--- src/rtl/vert_col_scheduler.sv ---
// Column sequencer for one mac_unit_Vert_8: issues NUM_COLS column descriptors to the MAC in order,
// then sums the MAC's shifted column results into a signed group sum that is presented on a valid/ready port.
module vert_col_scheduler #(
    parameter int DATA_WIDTH    = 8,
    parameter int VEC_LENGTH    = 8,
    parameter int MUX_SEL_WIDTH = $clog2(VEC_LENGTH),
    parameter int NUM_COLS      = 8,
    parameter int RESULT_WIDTH  = 3 * DATA_WIDTH,
    parameter int ACC_WIDTH     = DATA_WIDTH + 16
) (
    input  logic                                    clk,
    input  logic                                    reset,
    input  logic                                    start,
    input  logic                                    desc_valid,
    output logic                                    desc_ready,
    input  logic [VEC_LENGTH/2*MUX_SEL_WIDTH-1:0]   desc_sel,
    input  logic [VEC_LENGTH/2-1:0]                 desc_val,
    input  logic                                    desc_skip_zero,
    output logic                                    mac_en,
    output logic [VEC_LENGTH/2*MUX_SEL_WIDTH-1:0]   mac_act_sel,
    output logic [VEC_LENGTH/2-1:0]                 mac_act_val,
    output logic [2:0]                              mac_column_idx,
    output logic                                    mac_is_msb,
    output logic                                    mac_skip_zero,
    input  logic [RESULT_WIDTH-1:0]                 mac_result,
    output logic                                    out_valid,
    input  logic                                    out_ready,
    output logic [ACC_WIDTH-1:0]                    out_acc,
    output logic                                    busy
);

    localparam int CNT_W = (NUM_COLS > 1) ? $clog2(NUM_COLS) : 1;

    typedef enum logic [1:0] {
        IDLE,
        RUN,
        DRAIN,
        DONE
    } state_t;

    state_t               state;
    logic [CNT_W-1:0]     col_cnt;
    logic [ACC_WIDTH-1:0] acc;
    logic                 res_v;
    logic                 last_col;

    assign last_col   = (col_cnt == CNT_W'(NUM_COLS - 1));
    assign desc_ready = (state == RUN);
    assign out_valid  = (state == DONE);
    assign busy       = (state != IDLE);
    assign out_acc    = acc;

    always_ff @(posedge clk) begin
        if (reset) begin
            state          <= IDLE;
            col_cnt        <= '0;
            acc            <= '0;
            res_v          <= 1'b0;
            mac_en         <= 1'b0;
            mac_act_sel    <= '0;
            mac_act_val    <= '0;
            mac_column_idx <= '0;
            mac_is_msb     <= 1'b0;
            mac_skip_zero  <= 1'b0;
        end else begin
            mac_en <= 1'b0;
            res_v  <= mac_en;
            // MAC result is valid the cycle after mac_en; MSB column arrives pre-negated.
            if (res_v) begin
                acc <= acc + ACC_WIDTH'($signed(mac_result));
            end

            case (state)
                IDLE: begin
                    if (start) begin
                        acc     <= '0;
                        col_cnt <= '0;
                        state   <= RUN;
                    end
                end
                RUN: begin
                    if (desc_valid) begin
                        mac_en         <= 1'b1;
                        mac_act_sel    <= desc_sel;
                        mac_act_val    <= desc_val;
                        mac_skip_zero  <= desc_skip_zero;
                        mac_column_idx <= 3'(col_cnt);
                        mac_is_msb     <= last_col;
                        col_cnt        <= col_cnt + CNT_W'(1);
                        if (last_col) begin
                            state <= DRAIN;
                        end
                    end
                end
                DRAIN: begin
                    if (!mac_en && !res_v) begin
                        state <= DONE;
                    end
                end
                DONE: begin
                    if (out_ready) begin
                        state <= IDLE;
                    end
                end
                default: state <= IDLE;
            endcase
        end
    end

endmodule
--- config.mk ---
export PLATFORM = sky130hd
export DESIGN_NAME = vert_col_scheduler
export DESIGN_NICKNAME = d
export VERILOG_FILES = /design/src/rtl/vert_col_scheduler.sv
export SDC_FILE = /design/constraint.sdc
export NUM_CORES = 1
export LEC_CHECK = 0
export ABC_CLOCK_PERIOD_IN_PS = 2350
export CAP_MARGIN = 20
export CORE_ASPECT_RATIO = 1.1
export CORE_MARGIN = 8
export CORE_UTILIZATION = 45
export CTS_BUF_LIST = sky130_fd_sc_hd__clkbuf_4
export CTS_CLUSTER_DIAMETER = 60
export CTS_CLUSTER_SIZE = 14
export DETAILED_ROUTE_END_ITERATION = 7
export PLACE_DENSITY = 0.76
export SLEW_MARGIN = 10
export SYNTH_ARGS = -nofsm -noshare
export SYNTH_HDL_FRONTEND = slang
export SYNTH_SLANG_ARGS = --single-unit
--- constraint.sdc ---
create_clock -name clk -period 2.35 [get_ports clk]
set_input_delay 0.3525 -clock clk [delete_from_list [all_inputs] [get_ports clk]]
set_output_delay 0.3525 -clock clk [all_outputs]
set_load 0.05 [all_outputs]
==> results of run 1 <==
-- routing by layer --
metal  vias up  global-route usage, %
met2        99                   32.9
met1      1623                   19.8
met4         0                   5.06
met5         -                      0
met3        10                   7.38
li1       1725                      -
-- metrics by stage --
stage	std cells	setup WS, ns	TNS (ns)	instance area (um^2)	total power [mW]
floorplan	400	-0.0149	-0.0149	3250	1.79
global placement	624	-0.435	-3.65	4690	2.22
detailed placement	624	-0.460	-4.21	4690	2.25
CTS	632	0.0248	0	4820	2.99
global route	636	-0.0677	-0.316	4940	3.13
finish	636	0.0148	0	4940	2.98
-- state kept, by name, indices dropped and copies added, names as in the netlist, 2 cells and up --
| register | flops |
|---|---|
| out_acc | 24 |
| mac_act_sel | 12 |
| mac_act_val | 4 |
| col_cnt | 3 |
| mac_column_idx | 3 |
| state | 2 |
-- kinds of logic after synthesis --
logic type,count (synthesis),synth area share [%]
flip-flops,52,32.2
AO/OA/AOI/OAI,110,21.8
XOR/XNOR,13,3.52
buffers and inverters,32,4.10
adder cells (fa/ha/maj),31,12.2
AND/OR/NAND/NOR,147,21.5
multiplexers,15,4.72
-- worst max-delay path, stage by stage, from the launching register on --
cell and delay, ns:
dfxtp_4 0.38, ha_4 0.16, fa_2 0.39, a21o_1 0.20, a311o_1 0.41, nand3_2 0.13, a31oi_4 0.11, nand3_2 0.09
mux2_4 0.31, o22ai_2 0.11
-- final timing paths --
| kind | to | depth (start not counted) |
|---|---|---|
| setup / recovery | out_acc[20] | 9 |
| hold / removal | out_acc[0] | 4 |
| setup reg to reg | out_acc[20] | 9 |
| hold reg to reg | mac_act_sel[0] | 2 |
-- power by group --
| part | switching, mW | internal, mW | total [mW] |
|---|---|---|---|
| sequential | 0.0537 | 0.959 | 1.01 |
| clock | 0.303 | 0.438 | 0.741 |
| combinational | 0.754 | 0.468 | 1.22 |
-- area by class of cell --
type	instances	area, um^2	area share [%]
multi-input combinational	316	2150	43.6
timing repair buffer	162	1450	29.4
sequential	52	1050	21.3
tap	85	106	2.15
clock inverter	3	90.1	1.82
inverter	13	48.8	0.988
clock buffer	5	37.5	0.760
-- timing repair --
| action | in CTS | in global routing |
|---|---|---|
| pin swaps | 1 | 10 |
| gates resized for setup | 2 | 18 |
| hold buffers | 0 | 0 |
| setup endpoints to repair | 4 | 5 |
| hold endpoints to repair | 0 | 0 |
| buffers inserted | 0 | 4 |
-- placed cells by master (no fill, tap or decap), drive strengths merged, types with 3 or more instances in the layout --
| master | count |
|---|---|
| a211oi | 3 |
| a21o | 13 |
| a21oi | 45 |
| a22oi | 3 |
| a31oi | 3 |
| and2 | 4 |
| buf | 68 |
| bufinv | 3 |
| clkbuf | 5 |
| clkdlybuf4s50 | 91 |
| dfxtp | 52 |
| ha | 30 |
| inv | 13 |
| mux2i | 13 |
| nand2 | 69 |
| nand2b | 3 |
| nand3 | 15 |
| nand3b | 8 |
| nand4 | 8 |
| nor2 | 28 |
| nor3 | 4 |
| o21ai | 20 |
| o21bai | 3 |
| o31ai | 3 |
| xnor2 | 9 |
| xor2 | 4 |
==> run_results.csv, run 1 <==
group,metric,value,unit
outcome,status,"finished clean",
critical_path,timing.rr.start,"out_acc[0]",
yosys,ys_seq_area_share,32.2,%
placement,port_buffers,94,
sta,fmax,428,MHz
critical_path,path_max_fanout,3,
sta,finalHoldViolCount,0,
sta,skew,0.0189,ns
cts,cts_buffers,5,
power_and_ir_drop,p_per_area,603,nW/um^2
final_layout,nNetsFinal,627,
cts,htreeDepth,2,
job,max_cap_violations,0,
yosys,async_flop_share,0,%
global_route,grt_max_degree,35,
route,wl_met3,847,um
final_layout,antenna_cells,0,
critical_path,cp.arrival,2.65,ns
global_route,antenna_found_initial,0,
critical_path,reg2reg_slack,0.01,ns
yosys,synth_edf_count,0,
sta,slew_violations,0,
yosys,synthesis.area,3240,um^2
route,ant_nets,0,
route,dr_wl_met2,4.85,mm
route,wl_met1,4.01,mm
critical_path,cp-start-kind,"register",
sta,worst_pin_slew,0.537,ns
yosys,ys_warn_count,0,
global_route,grt_pass1_vias,3561,
final_layout,syn2layout_area_growth,52.6,%
critical_path,crit_start,"out_acc[0]",
route,topRoutingLayerUsed,"met4",
critical_path,crit_type,"register to register",
floorplanning,core-area,7010,um^2
critical_path,critical_path_required,2.66,ns
cts,cts.sinks,52,
cts,cts_tree,"done",
sta,layout_min_cycle_time,2.34,ns
critical_path,crit_path_end_kind,"register",
global_route,grt_pass1_wl,16.3,mm
final_layout,utilization,70.5,%
yosys,synth.area.top_cells,"dfxtp_1, ha_1, nand2_1",
floorplanning,rows,32,
floorplanning,die-area,10200,um^2
route,drt-wirelength-per-cell,15.4,um
yosys,ys.flop_type,"dfxtp_1",
yosys,synth_top_area_share,32.2,%
yosys,synth_common_cells,"nand2_1, dfxtp_1, a21oi_1",
sta,hold-worst-slack,0.391,ns
yosys,synth_cell_types,59,
global_route,grt_usage,18.5,%
sta,finalSetupViolCount,0,
route,drtIter0Drc,178,
yosys,synth.net_count,477,
floorplanning,fp.dieH,105,um
power_and_ir_drop,vdd_drop_max,0.000424,V
sta,finalCritPeriodShare,99.4,%
min_path,min_from,"mac_result[0]",
cts,cts_buffer_depth,2,
sta,relSlewSlack,64.1,%
route,dr.pass1.iters,6,
floorplanning,die_w,96.9,um
route,vias_per_cell,5.44,
yosys,ys_seq_elements,52,
cts,cts-root-buf,"clkbuf_4",
sta,rsz0062_at_grt,"true",
route,drcViolationCount,0,
yosys,synthCells,400,
placement,hpwl,7.66,mm
final_layout,drive_gt1_share,19.6,%
power_and_ir_drop,power.leakage,2.09,nW
cts,worst_skew_pair.late_latency,0.38,ns
yosys,yosysMostFrequentCell,"nand2_1",
final_layout,fillers,551,
global_route,gr-total-overflow,0,
cts,clkTransAtPathRegs,0.16,ns
yosys,synth_top_cell_by_area,"dfxtp_1",
route,vias,3457,
placement,gp_congestion,0.909,
yosys,syn_avg_cell_area,8.09,um^2
floorplanning,io_pins,95,
route,routed_wl,9.79,mm
floorplanning,initial_core_util,46.2,%
min_path,holdCritPathClass,"input port to register",
Note: power is estimated with default switching activity, not from simulation.
==> run 2, diff against run 1 <==
--- a/config.mk
+++ b/config.mk
@@ -5,7 +5,6 @@
 export SDC_FILE = /design/constraint.sdc
 export NUM_CORES = 1
 export LEC_CHECK = 0
-export ABC_CLOCK_PERIOD_IN_PS = 2350
 export CAP_MARGIN = 20
 export CORE_ASPECT_RATIO = 1.1
 export CORE_MARGIN = 8
==> results of run 2 <==
The final DEF is identical to that of run 1; final timing and power are the same.
==> run 3, diff against run 2 <==
--- a/config.mk
+++ b/config.mk
@@ -5,7 +5,6 @@
 export SDC_FILE = /design/constraint.sdc
 export NUM_CORES = 1
 export LEC_CHECK = 0
-export CAP_MARGIN = 20
 export CORE_ASPECT_RATIO = 1.1
 export CORE_MARGIN = 8
 export CORE_UTILIZATION = 45
@@ -14,6 +13,7 @@
 export CTS_CLUSTER_SIZE = 14
 export DETAILED_ROUTE_END_ITERATION = 7
 export PLACE_DENSITY = 0.76
+export REMOVE_ABC_BUFFERS = 1
 export SLEW_MARGIN = 10
 export SYNTH_ARGS = -nofsm -noshare
 export SYNTH_HDL_FRONTEND = slang
==> run_results.csv, run 3 (same netlist as run 1, synthesis figures left out) <==
group,metric,value,unit
outcome,status,"finished clean",
floorplanning,initial_core_util,46.2,%
cts,cts_tree,"done",
critical_path,crit_path_end_kind,"register",
placement,gp_congestion,0.902,
global_route,grt_pass1_vias,3613,
final_layout,antenna_cells,0,
cts,cts_buffer_depth,2,
critical_path,cp.arrival,2.61,ns
floorplanning,rows,32,
route,drtIter0Drc,104,
cts,clkTransAtPathRegs,0.17,ns
final_layout,mostFrequentLayoutCells,"clkdlybuf4s50_1, buf_4, nand2_1",
final_layout,layout_commonest_cell,"clkdlybuf4s50_1",
critical_path,cp_num_buf_inv,1,
critical_path,max_stage_delay,0.53,ns
route,vias_per_cell,5.44,
critical_path,cp-start-kind,"input port",
cts,htreeDepth,2,
floorplanning,core-area,7010,um^2
critical_path,path_max_fanout,4,
critical_path,reg2reg_depth,9,
sta,slew_violations,0,
sta,finalSetupViolCount,0,
critical_path,path_cells,"clkdlybuf4s50_1 > ha_1 > a21o_1 > a311o_1 > nand3_2 > nand2_2 > a41oi_2 > or4b_1 > nand3_1",
critical_path,slowest_stage,"or4b_1",
cts,cts-root-buf,"clkbuf_4",
route,routed_wl,9.78,mm
critical_path,crit_family,"simple AND/OR/NAND/NOR gates",
sta,fmax,435,MHz
sta,worst_pin_slew,0.545,ns
placement,hpwl,7.70,mm
floorplanning,die-area,10200,um^2
placement,port_buffers,94,
global_route,grt_max_degree,35,
sta,layout_min_cycle_time,2.30,ns
critical_path,r2r_end,"out_acc[20]",
sta,skew,0.0161,ns
global_route,grt_usage,18.5,%
critical_path,crit_type,"input port to register",
cts,worst_skew_pair.late_latency,0.37,ns
critical_path,critical_path_required,2.66,ns
critical_path,reg2reg_slack,0.07,ns
job,max_cap_violations,0,
cts,cts.sinks,52,
global_route,grt_pass1_wl,16.4,mm
power_and_ir_drop,vdd_drop_max,0.000413,V
power_and_ir_drop,p_per_area,548,nW/um^2
sta,setup_ws,0.0532,ns
route,drcViolationCount,0,
min_path,holdCritPathClass,"input port to register",
power_and_ir_drop,power.leakage,2.06,nW
sta,finalHoldViolCount,0,
floorplanning,fp.dieH,105,um
route,dr.pass1.iters,4,
global_route,antenna_found_initial,0,
floorplanning,io_pins,95,
critical_path,crit_path_end,"out_acc[18]",
sta,hold-worst-slack,0.380,ns
sta,rsz0062_at_grt,"true",
route,drt-wirelength-per-cell,15.3,um
final_layout,fillers,579,
route,vias,3480,
final_layout,syn2layout_area_growth,49.9,%
critical_path,timing.rr.start,"out_acc[0]",
final_layout,largest_register_ffs,24,
route,ant_nets,0,
sta,finalCritPeriodShare,97.7,%
critical_path,cp.depth,9,
cts,cts_buffers,5,
critical_path,crit_start,"mac_result[2]",
sta,relSlewSlack,63.5,%
cts,cts_hold_buf,0,
final_layout,drive_gt1_share,18.6,%
floorplanning,die_w,96.9,um
final_layout,nNetsFinal,631,
global_route,gr-total-overflow,0,
placement,place_ws,-0.519,ns
-- run 3: final cells by class --
class | count | area (um^2) | share of cell area, %
multi-input combinational | 316 | 2110 | 43.6
timing repair buffer | 166 | 1480 | 30.5
sequential | 52 | 1040 | 21.5
tap | 85 | 106 | 2.19
inverter | 13 | 48.8 | 1.01
clock buffer | 5 | 37.5 | 0.774
clock inverter | 3 | 21.3 | 0.438
-- run 3: per-layer routing --
metal  vias up  share of wire (%)  GRT usage (%)
met1      1635                 42           20.7
met4         0                1.3           3.85
met3        10                8.5           7.84
met2       104                 49           32.0
li1       1731                  -              -
met5         -                  0              0
-- run 3: repair_timing --
item,4_1_cts,5_1_grt
pin swaps,1,8
buffers inserted,1,1
resized for setup,2,12
setup endpoints to repair,7,7
-- run 3: worst min-delay path by stage --
stage	depth (start not counted)	from	slack [ns]	endpoint
2_1_floorplan	1	reset	0.42	mac_act_sel[0]
3_3_place_gp	2	mac_act_sel[6]	0.44	mac_act_sel[6]
3_5_place_dp	2	mac_act_sel[0]	0.45	mac_act_sel[0]
4_1_cts	2	mac_act_sel[3]	0.47	mac_act_sel[3]
5_1_grt	4	mac_result[0]	0.36	out_acc[0]
6_report	4	mac_result[0]	0.38	out_acc[0]
-- run 3: per-stage QoR --
step           TNS [ns]  instance area (um^2)  util, %  power (mW)  std cells
4_1_cts         -0.0326                  4790     68.4        2.68        639
3_5_place_dp      -4.65                  4730     67.4        2.25        630
6_report              0                  4850     69.3        2.66        640
5_1_grt         -0.0164                  4850     69.3        2.82        640
2_1_floorplan    -0.659                  3150        -        1.76        381
3_3_place_gp      -3.61                  4730     67.4        2.22        630
-- run 3: power breakdown --
| part | switching (mW) | internal [mW] | leakage [nW] |
|---|---|---|---|
| registers | 0.0527 | 0.960 | 0.421 |
| clock network | 0.310 | 0.119 | 0.0316 |
| logic | 0.749 | 0.465 | 1.61 |
-- run 3: worst reg2reg max path: stages (launching register included) --
cell and delay [ns]:
dfxtp_2 0.37, ha_4 0.16, fa_2 0.33, a21o_1 0.22, a311o_1 0.40, nand3_2 0.13, a31oi_4 0.11, nand3_2 0.09
mux2_4 0.30, o22ai_2 0.11
